==> config.mk <==
export PLATFORM = sky130hd
export DESIGN_NAME = imem_host_arbiter
export DESIGN_NICKNAME = d
export VERILOG_FILES = /design/src/rtl/cpu_ctrl_pkg.sv /design/src/rtl/arb_hold_timer.sv /design/src/rtl/imem_host_arbiter.sv
export SDC_FILE = /design/constraint.sdc
export NUM_CORES = 1
export LEC_CHECK = 0
export BUFFER_PORTS_ARGS = -buffer_cell sky130_fd_sc_hd__buf_2
export CORE_MARGIN = 2
export CORE_UTILIZATION = 47
export CTS_BUF_LIST = sky130_fd_sc_hd__clkbuf_16
export DETAILED_ROUTE_END_ITERATION = 10
export PLACE_DENSITY = 0.87
export SETUP_SLACK_MARGIN = 0.3
export SLEW_MARGIN = 5
export SYNTH_ARGS = -nofsm -noshare
export SYNTH_HDL_FRONTEND = slang
export SYNTH_HIERARCHICAL = 1
export SYNTH_SLANG_ARGS = --single-unit
==> constraint.sdc <==
create_clock -name Clk -period 2.9 [get_ports Clk]
set_input_delay 0.29 -clock Clk [delete_from_list [all_inputs] [get_ports Clk]]
set_output_delay 0.29 -clock Clk [all_outputs]
set_load 0.01 [all_outputs]
==> src/rtl/cpu_ctrl_pkg.sv <==
// Shared controller package: arbiter state encoding, ISA opcode constants
// and the default instruction-memory geometry used across the CPU slice.
package cpu_ctrl_pkg;

  localparam int unsigned ADDR_W_DEF = 8;
  localparam int unsigned DATA_W_DEF = 8;

  // Instruction-memory port arbiter states.
  typedef enum logic [1:0] {
    RUN      = 2'b00,
    DRAIN    = 2'b01,
    HOST_OWN = 2'b10,
    RELEASE  = 2'b11
  } arb_state_t;

  // ISA opcodes (upper nibble of an instruction word).
  typedef logic [3:0] opcode_t;
  localparam opcode_t OP_NOP  = 4'b0000;
  localparam opcode_t OP_HALT = 4'b1111;

  function automatic opcode_t opcode_of(input logic [DATA_W_DEF-1:0] instr);
    return instr[DATA_W_DEF-1 -: 4];
  endfunction

endpackage

==> src/rtl/arb_hold_timer.sv <==
// 4-bit loadable down-counter with zero flag, used by the arbiter to time
// both the drain window and the core-reset pulse.
// Ports:
//   Clk, reset - clock, asynchronous active-high reset (count clears to 0)
//   load       - load load_val (has priority over dec)
//   load_val   - value to load
//   dec        - decrement by one; holds at zero
//   zero       - count is zero
module arb_hold_timer (
  input  logic       Clk,
  input  logic       reset,
  input  logic       load,
  input  logic [3:0] load_val,
  input  logic       dec,
  output logic       zero
);

  logic [3:0] count;

  always_ff @(posedge Clk or posedge reset) begin
    if (reset) begin
      count <= '0;
    end else if (load) begin
      count <= load_val;
    end else if (dec && (count != '0)) begin
      count <= count - 4'd1;
    end
  end

  assign zero = (count == '0);

endmodule

==> src/rtl/imem_host_arbiter.sv <==
// Arbiter sharing the single-port instruction memory between the core fetch
// path and an external host program loader. A host session stalls the core,
// drains in-flight fetches, hands the port to the host, then pulses CoreRst
// so the core restarts from the freshly loaded program.
// Ports:
//   Clk, reset                 - clock, asynchronous active-high reset
//   HostReq/HostWe/HostAddr/HostWData - host session request and access
//   HostGnt, HostRValid        - host owns port / read data valid (registered)
//   PC, FetchEn                - core fetch address and request
//   CoreHold, CoreRst          - core stall and post-session reset (registered)
//   MemEn/MemWe/MemAddr/MemWData - memory port
//   LoadCount                  - saturating count of host writes last session
module imem_host_arbiter
  import cpu_ctrl_pkg::*;
#(
  parameter int unsigned ADDR_W    = ADDR_W_DEF,
  parameter int unsigned DATA_W    = DATA_W_DEF,
  parameter int unsigned DRAIN_CYC = 2,
  parameter int unsigned RST_CYC   = 3
) (
  input  logic              Clk,
  input  logic              reset,
  input  logic              HostReq,
  input  logic              HostWe,
  input  logic [ADDR_W-1:0] HostAddr,
  input  logic [DATA_W-1:0] HostWData,
  output logic              HostGnt,
  output logic              HostRValid,
  input  logic [ADDR_W-1:0] PC,
  input  logic              FetchEn,
  output logic              CoreHold,
  output logic              CoreRst,
  output logic              MemEn,
  output logic              MemWe,
  output logic [ADDR_W-1:0] MemAddr,
  output logic [DATA_W-1:0] MemWData,
  output logic [ADDR_W:0]   LoadCount
);

  localparam logic [3:0] DRAIN_LOAD = 4'(DRAIN_CYC - 1);
  localparam logic [3:0] RST_LOAD   = 4'(RST_CYC - 1);

  arb_state_t state, state_next;

  logic            gnt_next;
  logic            rvalid_next;
  logic            hold_next;
  logic            crst_next;
  logic [ADDR_W:0] count_next;

  logic       tmr_load;
  logic [3:0] tmr_val;
  logic       tmr_dec;
  logic       tmr_zero;

  arb_hold_timer u_tmr (
    .Clk      (Clk),
    .reset    (reset),
    .load     (tmr_load),
    .load_val (tmr_val),
    .dec      (tmr_dec),
    .zero     (tmr_zero)
  );

  always_ff @(posedge Clk or posedge reset) begin
    if (reset) begin
      state      <= RUN;
      HostGnt    <= 1'b0;
      HostRValid <= 1'b0;
      CoreHold   <= 1'b0;
      CoreRst    <= 1'b0;
      LoadCount  <= '0;
    end else begin
      state      <= state_next;
      HostGnt    <= gnt_next;
      HostRValid <= rvalid_next;
      CoreHold   <= hold_next;
      CoreRst    <= crst_next;
      LoadCount  <= count_next;
    end
  end

  // Next-state and registered-output decisions.
  always_comb begin
    state_next  = state;
    gnt_next    = HostGnt;
    rvalid_next = 1'b0;
    hold_next   = CoreHold;
    crst_next   = CoreRst;
    count_next  = LoadCount;
    tmr_load    = 1'b0;
    tmr_val     = '0;
    tmr_dec     = 1'b0;

    case (state)
      RUN: begin
        if (HostReq) begin
          state_next = DRAIN;
          hold_next  = 1'b1;
          tmr_load   = 1'b1;
          tmr_val    = DRAIN_LOAD;
        end
      end

      DRAIN: begin
        if (!HostReq) begin
          // Host gave up before the grant: resume the core untouched.
          state_next = RUN;
          hold_next  = 1'b0;
        end else if (tmr_zero) begin
          state_next = HOST_OWN;
          gnt_next   = 1'b1;
          count_next = '0;
        end else begin
          tmr_dec = 1'b1;
        end
      end

      HOST_OWN: begin
        if (!HostReq) begin
          state_next = RELEASE;
          gnt_next   = 1'b0;
          crst_next  = 1'b1;
          tmr_load   = 1'b1;
          tmr_val    = RST_LOAD;
        end else if (HostWe) begin
          if (LoadCount != '1) begin
            count_next = LoadCount + (ADDR_W + 1)'(1);
          end
        end else begin
          rvalid_next = 1'b1;
        end
      end

      RELEASE: begin
        if (tmr_zero) begin
          state_next = RUN;
          crst_next  = 1'b0;
          hold_next  = 1'b0;
        end else begin
          tmr_dec = 1'b1;
        end
      end

      default: begin
        state_next = RUN;
        gnt_next   = 1'b0;
        hold_next  = 1'b0;
        crst_next  = 1'b0;
      end
    endcase
  end

  // Memory port mux; fetches outside RUN are dropped while the core is held.
  always_comb begin
    MemEn    = 1'b0;
    MemWe    = 1'b0;
    MemAddr  = '0;
    MemWData = '0;
    case (state)
      RUN: begin
        MemEn   = FetchEn;
        MemAddr = PC;
      end
      HOST_OWN: begin
        MemEn    = HostReq;
        MemWe    = HostReq & HostWe;
        MemAddr  = HostAddr;
        MemWData = HostWData;
      end
      default: begin
        MemEn = 1'b0;
      end
    endcase
  end

endmodule

==> results.json, run 1 <==
{
  "outcome": "finished clean",
  "core_area_um2": 2730,
  "seqPwrFrac": 0.336,
  "cts_tree": "built",
  "htree_levels": 1,
  "ys_seq_area_frac": 0.356,
  "post-route-period-util": 0.742,
  "grt.overflow.total": 0,
  "p_per_area_nw_per_um2": 866,
  "finalCriticalPeriod_ps": 2150,
  "ir_drop_uv": 590,
  "cap_violations": 0,
  "r2r_cells": 9,
  "ys_async_sr_fraction": 1.00,
  "vias": 1272,
  "dp_hpwl_um": 2390,
  "clk_latency_ps": 250,
  "drv_slew": 0,
  "finalClockSkew_ps": 2.52,
  "worst_slack_ps": 749,
  "crit_required_ps": 3030,
  "clkTransAtPathRegs_ps": 50,
  "p_int_uw": 887,
  "die_w_um": 57.3,
  "grt_pass1_vias": 1179,
  "r2r_end": "u_tmr/count[3]",
  "grt_first_pass_wirelength_um": 5170,
  "cts.sinks": 19,
  "vias_per_cell": 5.26,
  "grt_max_degree": 23,
  "start_util": 0.488,
  "rr_startpoint": "u_tmr/count[0]",
  "drc": 0,
  "hold_violations": 0,
  "min_path_cells": 2,
  "finish.utilization": 0.634,
  "dp_slack_ps": 744,
  "cp_data_arrival_time_ps": 2280,
  "gp_congestion": 0.828,
  "antenna_found_initial": 0,
  "hp-start": "HostWe",
  "p_switching_uw": 615,
  "final_nets": 244,
  "reg2reg_slack_ps": 750,
  "drtPass1Iterations": 4,
  "holdBufCountCts": 1,
  "portBuffers": 59,
  "fp.dieH_um": 57.3,
  "worst_slew_pin_slew_ps": 670,
  "wl_per_cell_um": 13.0,
  "synthesis.instances": 152,
  "ys_warn_count": 6,
  "dieArea_um2": 3280,
  "cts_inserted_buffers": 3,
  "synth-edff-count": 0,
  "syn_avg_cell_area_um2": 8.77,
  "cp_max_fo": 7,
  "cts_resized": 0,
  "comb_power_share": 0.480,
  "worstHoldPathType": "input port to register",
  "drt-initial-drc-count": 57,
  "cts_root_buf": "clkbuf_16",
  "clock_path_buffers": 2,
  "setup_tns_ps": 0,
  "setup_violations": 0,
  "hold-path-endpoint": "HostRValid",
  "syn_area_um2": 1330,
  "syn_to_final_growth_pct": 30.0,
  "rows": 19,
  "startpoint_type": "register",
  "ioPinCount": 60,
  "drt-total-wl_um": 3150,
  "synth-seq-cells": 19,
  "grt_setup_unrepaired": "no",
  "critPathKind": "register to register",
  "grt_util_all_layers": 0.204,
  "clock.fmax_mhz": 465,
  "clockPowerShare": 0.184,
  "cp-end-kind": "register",
  "ant_nets": 0,
  "synth-main-ff-cell": "dfrtp_1",
  "slew_headroom": 0.553,
  "p_sw_frac": 0.410,
  "diodes": 0,
  "drive_gt1_frac": 0.332,
  "yosysUniqueCellTypes": 40,
  "p_leak_nw": 0.916,
  "postCtsSetupBuffers": 0
}
-- metal layers --
| metal | global-route usage | wire length (um) | up-vias |
|---|---|---|---|
| met2 | 0.350 | 1600 | 34 |
| met5 | 0 | 0 | - |
| met4 | 0.0698 | 32 | 0 |
| met1 | 0.239 | 1350 | 578 |
| met3 | 0.0658 | 162 | 4 |
| li1 | - | - | 656 |
-- critical path, stage by stage (launching register included) --
cell     delay (ps)
dfrtp_1         350
inv_1            70
ha_1            230
or3b_4          270
inv_1           130
nor3b_1         220
buf_4           170
nor4b_2         240
nor3b_1          80
a221o_1         270
-- metrics by stage --
stage / hold slack [ps] / instance area [um^2] / std cells / power, mW
floorplan: 56.1 / 1340 / 153 / 1.01
global placement: 185 / 1650 / 237 / 1.20
detailed placement: 189 / 1650 / 237 / 1.23
CTS: 250 / 1730 / 242 / 1.51
global route: 263 / 1730 / 242 / 1.62
finish: 262 / 1730 / 242 / 1.50
-- flip-flops by register name, summed over array words and instances (netlist names), named ones only --
register     cells
CoreHold         1
state            1
HostRValid       1
HostGnt          1
CoreRst          1
u_tmr/count      4
LoadCount        9
-- logic make-up after synthesis --
family / share of synthesized area
compound gates: 0.161
xor+xnor: 0.00657
fa+ha+maj: 0.0281
buf+inv: 0.0563
flops: 0.356
mux: 0.0901
other cells: 0.00281
simple gates: 0.298
-- worst max-delay path by stage --
stage                          end      startpoint  slack (ps)
floorplan           u_tmr/count[3]  u_tmr/count[0]         700
global placement    u_tmr/count[3]  u_tmr/count[0]         820
detailed placement  u_tmr/count[3]  u_tmr/count[0]         740
CTS                 u_tmr/count[3]  u_tmr/count[0]         740
global route        u_tmr/count[3]  u_tmr/count[0]         540
finish              u_tmr/count[3]  u_tmr/count[0]         750
-- cell usage after synthesis, drive strengths merged, types with 2 or more instances --
| library cell | n | area share |
|---|---|---|
| dfrtp | 19 | 0.36 |
| nand2 | 17 | 0.048 |
| nor2 | 13 | 0.037 |
| mux2i | 12 | 0.090 |
| and2 | 10 | 0.047 |
| inv | 9 | 0.025 |
| o21ai | 9 | 0.034 |
| a21oi | 6 | 0.025 |
| a31oi | 5 | 0.023 |
| buf | 5 | 0.023 |
| a41oi | 4 | 0.026 |
| and3 | 4 | 0.023 |
| nand2b | 4 | 0.019 |
| nor3 | 4 | 0.015 |
| clkbuf | 3 | 0.0084 |
| ha | 3 | 0.028 |
| nand3 | 3 | 0.011 |
| nor2b | 3 | 0.014 |
| nor3b | 2 | 0.011 |
-- area by class of cell --
type,count,area (um^2)
fillers,228,1000
multi-input cells,117,787
flip-flops and latches,19,475
repair buffers,62,320
clock buffers,3,75.1
well taps,31,38.8
inverters,9,33.8
clock inverters,1,3.75
-- cells in the final DEF, fill, tap and decap left out, types with 2 or more instances in the layout --
master and count:
and2_1 10, nor3b_1 2, conb_1 2, clkbuf_16 3, nand2_1 17, buf_2 59
nor2_1 13, nor2b_1 3, and3_1 3, buf_4 2, o21ai_1 4, nand2b_1 4
ha_1 3, nor3_1 4, a31oi_1 5, o21ai_0 5, a41oi_1 4, inv_1 10
a21oi_1 5, mux2i_1 12, dfrtp_1 19, nand3_1 3
-- power groups by stage --
stage | sequential (mW) | clock (mW) | combinational [mW]
floorplan | 0.458 | 0 | 0.549
global placement | 0.499 | 0 | 0.706
detailed placement | 0.502 | 0 | 0.724
CTS | 0.501 | 0.287 | 0.726
global route | 0.523 | 0.297 | 0.804
finish | 0.505 | 0.276 | 0.721
No activity file was read; power rests on OpenSTA's default activity.
==> run 2: changes to the inputs <==
- clock period: 2.9 -> 2.2 ns (I/O delays scaled with it)
==> run 2 against run 1 <==
- sequential power increased by 25%
- clock power rose by 36%
- combinational power is 91% higher
- die area stayed put
- setup slack worse by 470 ps
- clock-buffer cell count unchanged
- routed wire length rose by 18%
==> results.json, run 2 (same netlist as run 1, synthesis figures left out) <==
{
  "outcome": "finished clean",
  "min_path_cells": 2,
  "grt_util_all_layers": 0.227,
  "dp_cells": 239,
  "ioPinCount": 60,
  "dp_hpwl_um": 2520,
  "cts_inserted_buffers": 3,
  "dieArea_um2": 3280,
  "cp_data_arrival_time_ps": 2060,
  "gp_congestion": 0.799,
  "drc": 0,
  "ir_drop_uv": 1040,
  "vias": 1405,
  "worstHoldPathType": "input port to register",
  "seqPwrFrac": 0.264,
  "p_sw_frac": 0.405,
  "wl_per_cell_um": 14.3,
  "syn_to_final_growth_pct": 46.2,
  "antenna_found_initial": 0,
  "rows": 19,
  "p_leak_nw": 1.00,
  "hold_violations": 0,
  "whs_ps": 220,
  "p_switching_uw": 965,
  "finalCriticalPeriod_ps": 1920,
  "cts_tree": "built",
  "portBuffers": 59,
  "start_util": 0.488,
  "grt_setup_unrepaired": "yes",
  "cp_max_fo": 3,
  "clk_latency_ps": 250,
  "fp.dieH_um": 57.3,
  "clock_path_buffers": 2,
  "clock.fmax_mhz": 521,
  "top_regs": "LoadCount (9), u_tmr/count (4)",
  "drt-initial-drc-count": 57,
  "postPlaceCellArea_um2": 1720,
  "core_area_um2": 2730,
  "post-route-period-util": 0.872,
  "cap_violations": 0,
  "p_per_area_nw_per_um2": 1220,
  "cts_root_buf": "clkbuf_16",
  "grt_pass1_vias": 1338,
  "drt-total-wl_um": 3710,
  "r2r_cells": 8,
  "cts.sinks": 19,
  "finalClockSkew_ps": 1.22,
  "postLayoutCellArea_um2": 1950,
  "vias_per_cell": 5.40,
  "final_cells": 260,
  "largest_register": "LoadCount",
  "setup_violations": 0,
  "worst_slew_pin_slew_ps": 605,
  "slew_headroom": 0.596,
  "p_int_mw": 1.42,
  "grt.overflow.total": 0,
  "final_nets": 262,
  "die_w_um": 57.3,
  "largest_reg_flops": 9,
  "final_cell_mix": "buf_2 (59), buf_4 (20), dfrtp_1 (19), nand2_1 (17), nor2_1 (13)",
  "drtPass1Iterations": 4,
  "drive_gt1_frac": 0.424,
  "grt_max_degree": 16,
  "cp-end-kind": "register",
  "comb_power_share": 0.578,
  "crit_required_ps": 2340,
  "drv_slew": 0,
  "power.total_mw": 2.38,
  "startpoint_type": "register",
  "setup_tns_ps": 0,
  "htree_levels": 1,
  "clkTransAtPathRegs_ps": 50,
  "diodes": 0,
  "ant_nets": 0,
  "grt_first_pass_wirelength_um": 5800,
  "critPathKind": "register to register",
  "final_common_cell": "buf_2",
  "clockPowerShare": 0.158
}
run 2: cell types whose count changed in the layout (fill, tap and decap cells not counted), sizes merged:
cell | previous run | this run
clkinvlp | 0 | 1
inv | 10 | 9
buf | 61 | 79
run 2: area by class of cell:
cell class,count,area [um^2]
multi-input combinational,117,863
fill,203,785
sequential,19,475
timing repair buffer,80,455
clock buffer,3,75.1
tap,31,38.8
inverter,9,37.5
clock inverter,1,3.75
run 2: worst paths after layout:
kind	slack, ps	startpoint	end
max	280	u_tmr/count[1]	u_tmr/count[3]
min	220	HostWe	HostRValid
max reg2reg	280	u_tmr/count[1]	u_tmr/count[3]
min reg2reg	510	CoreRst	CoreRst
max in group asynchronous	1220	reset	CoreRst
min in group asynchronous	400	reset	u_tmr/count[2]
run 2: timing repair:
action,4_1_cts,5_1_grt
setup buffers,10,6
gates resized for setup,0,4
hold buffers,1,0
hold endpoints to repair,4,0
endpoints found under the setup margin,9,12
pin swaps,3,6
run 2: worst max-delay path: stages (launching register included):
cell and delay (ps):
dfrtp_1 380, inv_2 60, ha_4 150, or3b_4 250, clkinvlp_4 130, nor3b_4 230
nor4b_4 260, nor3b_2 70, a221o_1 270
run 2: metal layers:
layer / track usage / vias up / routed length (um) / share of wire
met5: 0 / - / 0 / 0
met4: 0.0797 / 0 / 60 / 0.016
met3: 0.0567 / 8 / 179 / 0.048
met2: 0.412 / 49 / 2010 / 0.54
met1: 0.258 / 663 / 1460 / 0.39
li1: - / 685 / - / -
run 2: stage by stage:
| step | util | worst slack (ps) |
|---|---|---|
| global placement | 0.627 | 181 |
| CTS | 0.687 | 269 |
| finish | 0.713 | 281 |
| floorplan | - | 202 |
| global route | 0.713 | 224 |
| detailed placement | 0.627 | 77.2 |
run 2: power groups by stage:
stage	Clock, mW	Sequential, mW	Combinational [mW]
6_report	0.375	0.629	1.38
5_1_grt	0.391	0.648	1.50
4_1_cts	0.376	0.613	1.25
3_5_place_dp	0	0.647	1.09
3_3_place_gp	0	0.636	1.06
2_1_floorplan	0	0.622	0.789
==> run 3: changes to the inputs <==
- CORE_UTILIZATION: 47 -> 48
- CTS_BUF_LIST: sky130_fd_sc_hd__clkbuf_16 -> sky130_fd_sc_hd__clkbuf_8
- PLACE_DENSITY: 0.87 -> not set
- PLACE_DENSITY_LB_ADDON: not set -> 0.25
==> run 3 against run 2 <==
- global-route usage up 0.42 points
- sequential power down 5.6%
- utilization down 0.41 points
- cell count down 1.2%
- routed wire length down 2.5%
- sequential share of layout area up 0.58 points
- die area down 1.9%
- clock skew up 5.0 ps
- clock-buffer cell count unchanged
- worst hold slack worse by 16 ps
- combinational power about the same
==> results.json, run 3 (same netlist as run 1, synthesis figures left out) <==
{
  "outcome": "finished clean",
  "rows": 19,
  "finalCriticalPeriod_ps": 1920,
  "cp_data_arrival_time_ps": 2090,
  "cts_root_buf": "clkbuf_8",
  "slew_headroom": 0.592,
  "drtPass1Iterations": 4,
  "hold_violations": 0,
  "worstHoldPathType": "input port to register",
  "ioPinCount": 60,
  "clk_latency_ps": 260,
  "vias_per_cell": 5.55,
  "grt_max_degree": 23,
  "drive_gt1_frac": 0.434,
  "die_w_um": 56.7,
  "antenna_found_initial": 0,
  "startpoint_type": "register",
  "cp-end-kind": "register",
  "largest_register": "LoadCount",
  "final_nets": 259,
  "highest_layer": "met4",
  "diodes": 0,
  "clock.fmax_mhz": 520,
  "gp_congestion": 0.798,
  "worst_slew_pin_slew_ps": 611,
  "dp_hpwl_um": 2640,
  "wl_met3_um": 162,
  "grt_setup_unrepaired": "yes",
  "final_common_cell": "buf_2",
  "grt_util_all_layers": 0.231,
  "wl_per_cell_um": 14.1,
  "htree_levels": 1,
  "final_cell_mix": "buf_2 (59), dfrtp_1 (19), nand2_1 (17), buf_4 (17), nor2_1 (13)",
  "cts_inserted_buffers": 3,
  "post-route-period-util": 0.874,
  "syn_to_final_growth_pct": 42.8,
  "regArea_um2": 475,
  "drt-initial-drc-count": 80,
  "ir_drop_uv": 776,
  "setup_tns_ps": 0,
  "drt-total-wl_um": 3620,
  "fp.dieH_um": 56.7,
  "setup_violations": 0,
  "start_util": 0.497,
  "top_regs": "LoadCount (9), u_tmr/count (4)",
  "wl_met1_um": 1520,
  "p_per_area_nw_per_um2": 1160,
  "multi_input_area_um2": 873,
  "drc": 0,
  "postPlaceCellArea_um2": 1720,
  "drv_slew": 0,
  "dieArea_um2": 3220,
  "postLayoutCellArea_um2": 1900,
  "whs_ps": 203,
  "grt_pass1_vias": 1316,
  "crit_required_ps": 2370,
  "clkTransAtPathRegs_ps": 80,
  "cap_violations": 0,
  "core_area_um2": 2690,
  "vias": 1427,
  "grt.overflow.total": 0,
  "largest_reg_flops": 9,
  "ant_nets": 0,
  "cts_tree": "built",
  "critPathKind": "register to register",
  "nFillCells": 219,
  "clock_path_buffers": 2,
  "wl_met2_um": 1880,
  "cts.sinks": 19,
  "p_leak_nw": 0.972,
  "finalClockSkew_ps": 6.26,
  "cp_max_fo": 4,
  "grt_first_pass_wirelength_um": 5910,
  "portBuffers": 59
}
run 3: metal layers:
| metal | GRT usage | up-vias |
|---|---|---|
| met5 | 0 | - |
| li1 | - | 682 |
| met2 | 0.400 | 55 |
| met4 | 0.0748 | 0 |
| met1 | 0.296 | 683 |
| met3 | 0.0300 | 7 |
run 3: report_power, final:
| part | switching (mW) | internal [mW] |
|---|---|---|
| registers | 0.123 | 0.471 |
| logic | 0.693 | 0.682 |
| clock network | 0.120 | 0.126 |
run 3: area by class of cell:
class / instances / share of cell area
clock buffer: 3 / 0.0217
clock inverter: 1 / 0.00263
inverter: 9 / 0.0197
multi-input combinational: 117 / 0.459
sequential: 19 / 0.250
tap: 31 / 0.0204
timing repair buffer: 77 / 0.227
run 3: what timing repair did:
item                                   CTS  global route
setup endpoints to repair               10            11
endpoints found under the hold margin    4             0
hold buffers                             1             0
setup buffers                            9             4
pin swaps                                4             4
resized for setup                        1             6
run 3: path summary, 6_finish.rpt:
kind | from | end | slack [ps] | cells after the start
setup / recovery | u_tmr/count[0] | LoadCount[7] | 280 | 7
hold / removal | HostWe | HostRValid | 200 | 2
setup reg to reg | u_tmr/count[0] | LoadCount[7] | 280 | 7
hold reg to reg | CoreRst | CoreRst | 520 | 2
max in group asynchronous | reset | CoreRst | 1220 | 3
min in group asynchronous | reset | u_tmr/count[2] | 400 | 3
run 3: metrics by stage:
| stage | power [mW] | util | instances | worst slack (ps) |
|---|---|---|---|---|
| 2_1_floorplan | 1.41 | - | 153 | 202 |
| 5_1_grt | 2.39 | 0.709 | 257 | 207 |
| 3_5_place_dp | 1.74 | 0.639 | 239 | 35.0 |
| 3_3_place_gp | 1.68 | 0.639 | 239 | 147 |
| 4_1_cts | 2.12 | 0.687 | 253 | 253 |
| 6_report | 2.21 | 0.709 | 257 | 278 |
run 3: worst max-delay path, stage by stage, from the launching register on:
cell and delay, ps:
dfrtp_1 400, inv_2 90, ha_4 120, or3b_4 390, clkinvlp_4 140, nand3b_4 120, a2111oi_4 330, mux2i_1 250
